File: src/rtl/decoder_nsel_seq.sv
// Registered one-hot select decoder with hold, timed pulse and free-running scan behaviours.
// A valid/ready handshake loads the select; mode=1 overrides it with a rotating scan.
module decoder_nsel_seq #(
  parameter int SEL_W      = 2,
  parameter int OUT_W      = 4,
  parameter int PULSE_LEN  = 0,
  parameter int DWELL      = 4,
  parameter int ACTIVE_LOW = 0
) (
  input  logic             clk,
  input  logic             rst,
  input  logic             en,
  input  logic             mode,
  input  logic             sel_valid,
  input  logic [SEL_W-1:0] sel,
  output logic             sel_ready,
  output logic [OUT_W-1:0] y,
  output logic [SEL_W-1:0] idx,
  output logic             y_valid,
  output logic             oor
);

  localparam int PW = (PULSE_LEN > 1) ? $clog2(PULSE_LEN) : 1;
  localparam int DW = (DWELL > 1) ? $clog2(DWELL) : 1;
  localparam logic [PW-1:0]    P_LAST = PW'((PULSE_LEN > 0) ? PULSE_LEN - 1 : 0);
  localparam logic [DW-1:0]    D_LAST = DW'(DWELL - 1);
  localparam logic [SEL_W-1:0] I_LAST = SEL_W'(OUT_W - 1);
  localparam logic [SEL_W:0]   N_OUT  = (SEL_W + 1)'(OUT_W);

  typedef enum logic [1:0] {IDLE, HOLD, PULSE, SCAN} state_t;

  state_t           state_reg;
  logic [OUT_W-1:0] y_reg;
  logic [SEL_W-1:0] idx_reg;
  logic             y_valid_reg;
  logic             oor_reg;
  logic [PW-1:0]    pcnt_reg;
  logic [DW-1:0]    dcnt_reg;

  logic             accept;
  logic             in_range;
  logic [SEL_W-1:0] idx_inc;

  function automatic logic [OUT_W-1:0] onehot(input logic [SEL_W-1:0] i);
    logic [OUT_W-1:0] v;
    v = '0;
    for (int k = 0; k < OUT_W; k++) v[k] = (i == SEL_W'(k));
    return v;
  endfunction

  assign sel_ready = ~rst & en & ~mode & (state_reg != PULSE);
  assign accept    = sel_valid & sel_ready;
  assign in_range  = ({1'b0, sel} < N_OUT);
  assign idx_inc   = (idx_reg == I_LAST) ? '0 : idx_reg + 1'b1;

  always_ff @(posedge clk) begin
    if (rst) begin
      state_reg   <= IDLE;
      y_reg       <= '0;
      idx_reg     <= '0;
      y_valid_reg <= 1'b0;
      oor_reg     <= 1'b0;
      pcnt_reg    <= '0;
      dcnt_reg    <= '0;
    end else if (!en) begin
      oor_reg <= 1'b0;
    end else if (mode) begin
      // Scan takes over from any direct state, aborting a pulse in flight.
      oor_reg     <= 1'b0;
      pcnt_reg    <= '0;
      y_valid_reg <= 1'b1;
      if (state_reg != SCAN) begin
        state_reg <= SCAN;
        idx_reg   <= '0;
        y_reg     <= onehot('0);
        dcnt_reg  <= '0;
      end else if (dcnt_reg == D_LAST) begin
        dcnt_reg <= '0;
        idx_reg  <= idx_inc;
        y_reg    <= onehot(idx_inc);
      end else begin
        dcnt_reg <= dcnt_reg + 1'b1;
      end
    end else if (accept) begin
      dcnt_reg <= '0;
      pcnt_reg <= '0;
      if (in_range) begin
        state_reg   <= (PULSE_LEN == 0) ? HOLD : PULSE;
        y_reg       <= onehot(sel);
        idx_reg     <= sel;
        y_valid_reg <= 1'b1;
        oor_reg     <= 1'b0;
      end else begin
        state_reg   <= IDLE;
        y_reg       <= '0;
        idx_reg     <= '0;
        y_valid_reg <= 1'b0;
        oor_reg     <= 1'b1;
      end
    end else begin
      oor_reg <= 1'b0;
      if (state_reg == SCAN) begin
        state_reg   <= IDLE;
        y_reg       <= '0;
        idx_reg     <= '0;
        y_valid_reg <= 1'b0;
        dcnt_reg    <= '0;
      end else if (state_reg == PULSE) begin
        if (pcnt_reg == P_LAST) begin
          state_reg   <= IDLE;
          y_reg       <= '0;
          idx_reg     <= '0;
          y_valid_reg <= 1'b0;
          pcnt_reg    <= '0;
        end else begin
          pcnt_reg <= pcnt_reg + 1'b1;
        end
      end
    end
  end

  // Polarity applies to y only; idx, y_valid and oor stay active-high.
  for (genvar gi = 0; gi < OUT_W; gi++) begin : g_pol
    assign y[gi] = (ACTIVE_LOW != 0) ? ~y_reg[gi] : y_reg[gi];
  end

  assign idx     = idx_reg;
  assign y_valid = y_valid_reg;
  assign oor     = oor_reg;

endmodule

File: config.mk
export PLATFORM = sky130hd
export DESIGN_NAME = decoder_nsel_seq
export DESIGN_NICKNAME = d
export VERILOG_FILES = /design/src/rtl/decoder_nsel_seq.sv
export SDC_FILE = /design/constraint.sdc
export NUM_CORES = 1
export LEC_CHECK = 0
export ABC_AREA = 1
export CAP_MARGIN = 20
export CORE_UTILIZATION = 30
export CTS_CLUSTER_SIZE = 14
export DETAILED_ROUTE_END_ITERATION = 8
export GPL_TIMING_DRIVEN = 0
export PLACE_DENSITY = 0.57
export REMOVE_ABC_BUFFERS = 1
export SETUP_SLACK_MARGIN = 0.4
export SLEW_MARGIN = 30
export SYNTH_ARGS = -nofsm -noshare
export SYNTH_HDL_FRONTEND = slang
export SYNTH_SLANG_ARGS = --single-unit
File: constraint.sdc
create_clock -name clk -period 1.7 [get_ports clk]
set_input_delay 0.51 -clock clk [delete_from_list [all_inputs] [get_ports clk]]
set_output_delay 0.51 -clock clk [all_outputs]
set_load 0.02 [all_outputs]
### Word level (Yosys, flattened, before mapping)

Index checks and enable logic that the tools add are counted.
Widths: inputs -> output; s select.

| storage, ports and cells | value |
|---|---|
| register bits after elaboration | 12 |
| output and inout bits | 9 |
| logic and storage cells | 74 |

| cells by class | value |
|---|---|
| $add $sub $neg | 3 |
| equal/unequal tests | 16 |
| multiplexer cells | 33 |
| bitwise logic cells | 6 |
| reduce and logical (&&, ||, !) cells | 10 |

Operators by type and width:

| kind | number |
|---|---|
| $mux 2 | 16 |
| $mux 4 | 7 |
| $eq 2x2->1 const B | 8 |
| $mux 1 | 10 |
| $reduce_and 4->1 | 2 |
| $reduce_and 3->1 | 2 |
| $reduce_bool 3->1 | 2 |
| $add 2x1->2 const B | 2 |
| $and 1x1->1 | 4 |
| $eq 2x1->1 const B | 2 |
| $logic_not 2->1 | 2 |
| $ne 2x2->1 const B | 2 |
| $ne 4x2->1 const B | 1 |
| $reduce_bool 4->1 | 1 |
| $ne 3x1->1 const B | 1 |
| $ne 3x3->1 const B | 1 |
| $ne 2x1->1 const B | 1 |
| $not 1->1 | 2 |
| $reduce_and 2->1 | 1 |
| $add 1x1->1 const B | 1 |

### Longest topological paths before layout

Gate-level depths: netlist (run 1).

| depth | value |
|---|---|
| word-level depth | 7 |
| gate-level depth with buffers | 9 |
| depth with buffers taken out | 8 |

### Worst setup path before layout (run 1)

OpenSTA, ideal clock, no wires.

| path | value |
|---|---|
| path kind | input port to output port |
| start point | input port en |
| end point | output port sel_ready |
| data arrival time | 0.932 ns |
| data required time | 1.190 ns |
| slack | 0.258 ns |
| cell stages on the path | 4 |
| path buffers | 0 |
| cell sequence | inv_2 > nor2_4 > nand2_1 > nor2_2 |

| on the way | value |
|---|---|
| longest elaborated chain between the ends | 3 |

RTL lines:

| item | RTL line | source |
|---|---|---|
| from (decl) | 12 | `input logic en,` |
| $and 1x1->1 (3 in a row) | 51 | `assign sel_ready = ~rst & en & ~mode & (state_reg != PULSE);` |
| to (decl) | 16 | `output logic sel_ready,` |

No other way between the ends.

### Final worst setup path (run 1)

| path | value |
|---|---|
| start point | input port rst |
| end point | output port sel_ready |

| on the way | value |
|---|---|
| longest elaborated chain between the ends | 4 |

RTL lines:

| item | RTL line | source |
|---|---|---|
| from (decl) | 11 | `input logic rst,` |
| $not 1->1 | 51 |  |
| $and 1x1->1 (3 in a row) | 51 |  |

No other way between the ends.

==> reports/metrics.yaml, run 1 <==
crit_arrival_ns: 1.02
leakagePower_uw: 0.000524
period_needed_ns: 1.53
wl_met1_um: 795
critPathLaunch: "rst"
numCtsBuffers: 3
synth_top_area_cell: "dfxtp_1"
coreArea_um2: 2190
detail_route.wl_per_cell_um: 11.5
drt-vias-per-instance: 4.58
drt_first_pass_iters: 4
synthCells: 102
mostFrequentLayoutCells: "nand2_1 (26), buf_4 (18), nor2_1 (12), inv_1 (11)"
critical_path_class: "in -> out"
max_stage_delay_ns: 0.12
cp-end-kind: "output pin"
endpoint: "sel_ready"
p_seq_share_pct: 42.5
combPwrFrac_pct: 29.5
dieWidth_um: 50.2
fin_cells: 162
r2r-start: "state_reg[0]"
grt_max_degree: 13
met3_length_um: 121
drive_gt1_share_pct: 40.3
htree_levels: 1
route.detailed.drc: 0
synth-seq-cells: 11
p_sw_share_pct: 32.6
max_freq_ghz: 0.656
wl_um: 1860
fin_skew_ns: 0.00500
die_h_um: 50.2
final.setup.tns_ns: 0
hold_path.class: "in -> reg"
clock_latency_ns: 0.28
internal_power_uw: 455
reg2reg_to: "y[3]"
grt_pass1_wl_um: 2850
ant_nets: 0
port_buffers: 14
ys_warn_count: 0
crit_slowest_cell: "buf_6"
required_ns: 1.19
syn_to_final_growth_pct: 54.4
die_area_um2: 2520
fin_crit_sh_pct: 89.7
top_layer: "met4"
nets: 148
hp-start: "rst"
grt_pass1_vias: 663
synth_area_leaders: "dfxtp_1 (32%), nand2_1 (17%), ha_1 (11%), inv_1 (7.0%), nor2_1 (6.5%)"
netSwitchingPower_uw: 220
initial_utilization_pct: 31.8
ys_types: 19
worstRegToRegCells: 11
yosys.area.top_type_share_pct: 31.6
cts_tree: "yes"
drt-initial-drc-count: 3
antenna_cells: 0
netlist_area_um2: 697
track_usage_pct: 15.1
outcome: "finished clean"
dp_hpwl_um: 1060
final_common_cell: "nand2_1"
hold_buffers: 0
route.met2.wl_um: 922
worst_setup_path_start_kind: "primary input"
path_cells: "buf_6, nor2_4, nand2_2, nor2_4, buf_6"
worst-path-buf-inv: 2
crit_fanout: 3
cts_sinks: 11
num_io_pins: 16
num_rows: 17
gr-total-overflow: 0
placedCellCount: 142
power.share.clock_pct: 28.1
clkSlewWorstSetupHoldPaths_ns: 0.07
rsz0062_at_grt: "true"
antenna_found_initial: 0
syn_avg_cell_area_um2: 6.83
cts_max_path_buffers: 2
slew_viol_final: 0
r2r_slack_ns: 0.33
cts_root_buffer: "clkbuf_4"
ir_worst_vdd_v: 0.000408
ff_latch_area_um2: 233
ys_seq_area_share_pct: 31.6
setup_viol: 0
powerDensity_nw_per_um2: 627
num_vias: 742
crit_family: "simple AND/OR/NAND/NOR gates"
multi_input_area_um2: 469
place_congestion: 0.808
maxCapViolCount: 0
critical_path_depth: 5
nFillCells: 225
largest_reg_flops: 4
finalHoldViolCount: 0
[routing by layer]
| layer | global-route usage [%] | vias to the layer above |
|---|---|---|
| met2 | 25.8 | 21 |
| met5 | 0 | - |
| met3 | 6.36 | 4 |
| li1 | - | 381 |
| met1 | 17.5 | 336 |
| met4 | 2.86 | 0 |
[worst reg2reg max path, delay by kind of cell (launching register included)]
family	cells	cell delay (ns)
and+or+nand+nor	6	0.45
buffers and inverters	4	0.34
DFF	1	0.34
AOI/OAI and AO/OA	1	0.19
[power groups by stage]
stage	Sequential, uW	Clock (uW)	Combinational [uW]
after detailed placement	294	0	146
final	287	189	199
after global placement	293	0	145
after CTS	284	197	168
after global routing	290	220	217
after floorplan	307	0	71.9
[timing repair]
item | CTS | global route
setup endpoints to repair | 19 | 18
pin swaps | 3 | 7
buffers inserted | 12 | 3
cloned | 0 | 1
gates resized for setup | 60 | 29
[cells in the mapped netlist (all sizes together)]
master  number
o21ai        6
nand4        2
dfxtp       11
clkinv       1
o22ai        1
ha           6
nand3        8
nor2        15
buf          2
nand2       32
conb         1
a21oi        3
inv         14
[layout make-up]
| type | count | share of cell area, % |
|---|---|---|
| Inverter | 15 | 5.70 |
| Sequential cell | 11 | 21.6 |
| Clock buffer | 4 | 2.44 |
| Multi-Input combinational cell | 75 | 43.6 |
| Tap cell | 28 | 3.26 |
| Timing Repair Buffer | 29 | 23.4 |
[cells by family (layout without fill, tap and decap cells)]
group | after synthesis | count (layout) | share of synthesized area, %
and+or+nand+nor | 57 | 58 | 39.0
buffers and inverters | 17 | 48 | 10.8
DFF | 11 | 11 | 31.6
AOI/OAI and AO/OA | 10 | 10 | 7.36
adders and majority gates | 6 | 6 | 10.8
other | 1 | 1 | 0.538
[metrics by stage]
step | worst slack, ns | util (%) | total power (uW) | hold slack (ns) | area, um2
6_report | 0.175 | 49.1 | 675 | 0.397 | 1080
3_5_place_dp | -0.937 | 38.9 | 440 | 0.458 | 853
5_1_grt | 0.140 | 49.1 | 727 | 0.391 | 1080
4_1_cts | 0.134 | 44.2 | 649 | 0.391 | 968
3_3_place_gp | -0.944 | 38.9 | 439 | 0.453 | 853
2_1_floorplan | 0.258 | - | 379 | 0.441 | 678
[worst min path at each step]
stage | end | cells after the start
6_report | dcnt_reg[1] | 2
5_1_grt | dcnt_reg[1] | 2
4_1_cts | dcnt_reg[1] | 2
3_5_place_dp | y_valid | 2
3_3_place_gp | y_valid | 2
2_1_floorplan | dcnt_reg[1] | 2
Note: power is estimated with default switching activity, not from simulation.
==> run 2, diff against run 1 <==
--- a/config.mk
+++ b/config.mk
@@ -14,7 +14,7 @@
 export PLACE_DENSITY = 0.57
 export REMOVE_ABC_BUFFERS = 1
 export SETUP_SLACK_MARGIN = 0.4
-export SLEW_MARGIN = 30
+export SLEW_MARGIN = 20
 export SYNTH_ARGS = -nofsm -noshare
 export SYNTH_HDL_FRONTEND = slang
 export SYNTH_SLANG_ARGS = --single-unit
==> results of run 2 <==
No change in the layout: final DEF, timing and power equal those of run 1.
==> run 3, diff against run 2 <==
--- a/config.mk
+++ b/config.mk
@@ -7,7 +7,10 @@
 export LEC_CHECK = 0
 export ABC_AREA = 1
 export CAP_MARGIN = 20
+export CORE_ASPECT_RATIO = 1.2
+export CORE_MARGIN = 8
 export CORE_UTILIZATION = 30
+export CTS_BUF_LIST = sky130_fd_sc_hd__clkbuf_4
 export CTS_CLUSTER_SIZE = 14
 export DETAILED_ROUTE_END_ITERATION = 8
 export GPL_TIMING_DRIVEN = 0
==> run 3 against run 2 <==
Via count shrank 2.3%. Clock-buffer cell count is the same. Sequential power is essentially flat. Wire length shrank 1.2%. Die area grew 64%. Sequential share of layout area grew 0.25 points. Combinational power is essentially flat. Clock power grew 6%. Sequential cell count is the same. Worst setup slack lost 0.019 ns. Core utilization shrank 1.2 points. Critical path type unchanged. Largest power group unchanged.
==> reports/metrics.yaml, run 3 (synthesis results as in run 1) <==
outcome: "finished clean"
ant_nets: 0
hold-path-endpoint: "dcnt_reg[1]"
port_buffers: 14
dp_hpwl_um: 1170
hold_path.class: "in -> reg"
num_io_pins: 16
htree_levels: 1
crit_slowest_cell: "nor2_4"
rsz0062_at_grt: "true"
crit_arrival_ns: 1.03
syn_to_final_growth_pct: 55.1
place_congestion: 0.816
drt-vias-per-instance: 4.50
num_vias: 725
die_h_um: 68.8
drt-initial-drc-count: 16
leakagePower_uw: 0.000527
antenna_cells: 0
ff_latch_area_um2: 236
clkSlewWorstSetupHoldPaths_ns: 0.08
finalHoldViolCount: 0
antenna_found_initial: 0
grt_max_degree: 11
drive_gt1_share_pct: 43.1
powerDensity_nw_per_um2: 635
path_cells: "buf_8, nor2_4, nand2_2, nor2_4, buf_6"
initial_utilization_pct: 30.9
grt_pass1_wl_um: 3190
max_stage_delay_ns: 0.12
hold_buffers: 0
grt_pass1_vias: 766
slew_viol_final: 0
multi_input_area_um2: 495
worstRegToRegCells: 8
period_needed_ns: 1.54
final_common_cell: "nand2_1"
clock_latency_ns: 0.27
track_usage_pct: 10.1
largest_reg_flops: 4
critical_path_class: "in -> out"
gr-total-overflow: 0
num_rows: 19
r2r_slack_ns: 0.38
wl_um: 1840
max_freq_ghz: 0.648
hold_slack_ns: 0.390
numCtsBuffers: 3
cp-end-kind: "output pin"
route.detailed.drc: 0
crit_fanout: 3
hold_path_depth: 2
cts_max_path_buffers: 2
pre_cts_slack_ns: -0.950
nets: 144
coreArea_um2: 2260
reg2reg_to: "y[3]"
dieWidth_um: 60
maxCapViolCount: 0
nFillCells: 241
required_ns: 1.19
hp-start: "rst"
fin_crit_sh_pct: 90.8
cts_sinks: 11
fin_skew_ns: 0.00391
drt_first_pass_iters: 4
mostFrequentLayoutCells: "nand2_1 (26), buf_4 (16), inv_1 (12), nor2_1 (10), dfxtp_2 (7)"
ir_worst_vdd_v: 0.000381
cts_root_buffer: "clkbuf_4"
die_area_um2: 4130
setup_slack_ns: 0.156
cts_tree: "yes"
worst_setup_path_start_kind: "primary input"
r2r-start: "state_reg[0]"
cp_common_cell: "nor2_4"
detail_route.wl_per_cell_um: 11.4
setup_viol: 0
## run 3: cell types whose count changed in the layout (fill, tap and decap cells not counted), moves of 2 or more
cell	before	now
buf_6	6	3
nor2_2	0	2
nand2_4	0	2
nand2_2	6	4
dfxtp_1	5	2
buf_4	18	16
o21ai_0	4	6
nor2_1	12	10
dfxtp_2	4	7
o21ai_1	2	0
## run 3: final cells by class
cell class	count	area share [%]
Multi-Input combinational cell	75	45.8
Sequential cell	11	21.9
Timing Repair Buffer	25	20.5
Inverter	15	5.44
Tap cell	31	3.59
Clock buffer	4	2.78
## run 3: how the worst max path moves through the flow
| stage | cells past startpoint | slack, ns | start | to |
|---|---|---|---|---|
| 6_report | 5 | 0.16 | rst | sel_ready |
| 5_1_grt | 5 | 0.12 | rst | sel_ready |
| 4_1_cts | 6 | 0.11 | en | sel_ready |
| 3_5_place_dp | 6 | -0.95 | en | sel_ready |
| 3_3_place_gp | 6 | -0.96 | en | sel_ready |
| 2_1_floorplan | 4 | 0.26 | en | sel_ready |
## run 3: critical path: cells and delay by family
family	cells	cell delay [ns]
and+or+nand+nor	3	0.30
buffers and inverters	2	0.22
## run 3: repair_timing
| action | 4_1_cts | 5_1_grt |
|---|---|---|
| gates resized for setup | 60 | 33 |
| setup endpoints to repair | 19 | 18 |
| pin swaps | 3 | 10 |
| cloned | 1 | 0 |
| hold endpoints to repair | 0 | 0 |
| setup buffers | 9 | 2 |
## run 3: routing by layer
layer | vias to the layer above | GRT usage, % | share of wire [%]
li1 | 378 | - | -
met1 | 328 | 11.2 | 43
met2 | 16 | 16.7 | 50
met3 | 3 | 4.27 | 5.7
met4 | 0 | 3.88 | 1.0
met5 | - | 0 | 0
## run 3: where the power goes
group,internal (uW),switching [uW]
combinational,85.5,112
sequential,277,10.4
clock,107,94.2
total,469,217
## run 3: per-stage QoR
step	util (%)	cell area (um2)	TNS [ns]	total power, uW	cells
4_1_cts	43.2	975	0	660	159
2_1_floorplan	-	678	0	379	100
3_3_place_gp	38.0	857	-4.25	440	145
6_report	47.9	1080	0	686	161
3_5_place_dp	38.0	857	-4.36	441	145
5_1_grt	47.9	1080	0	739	161
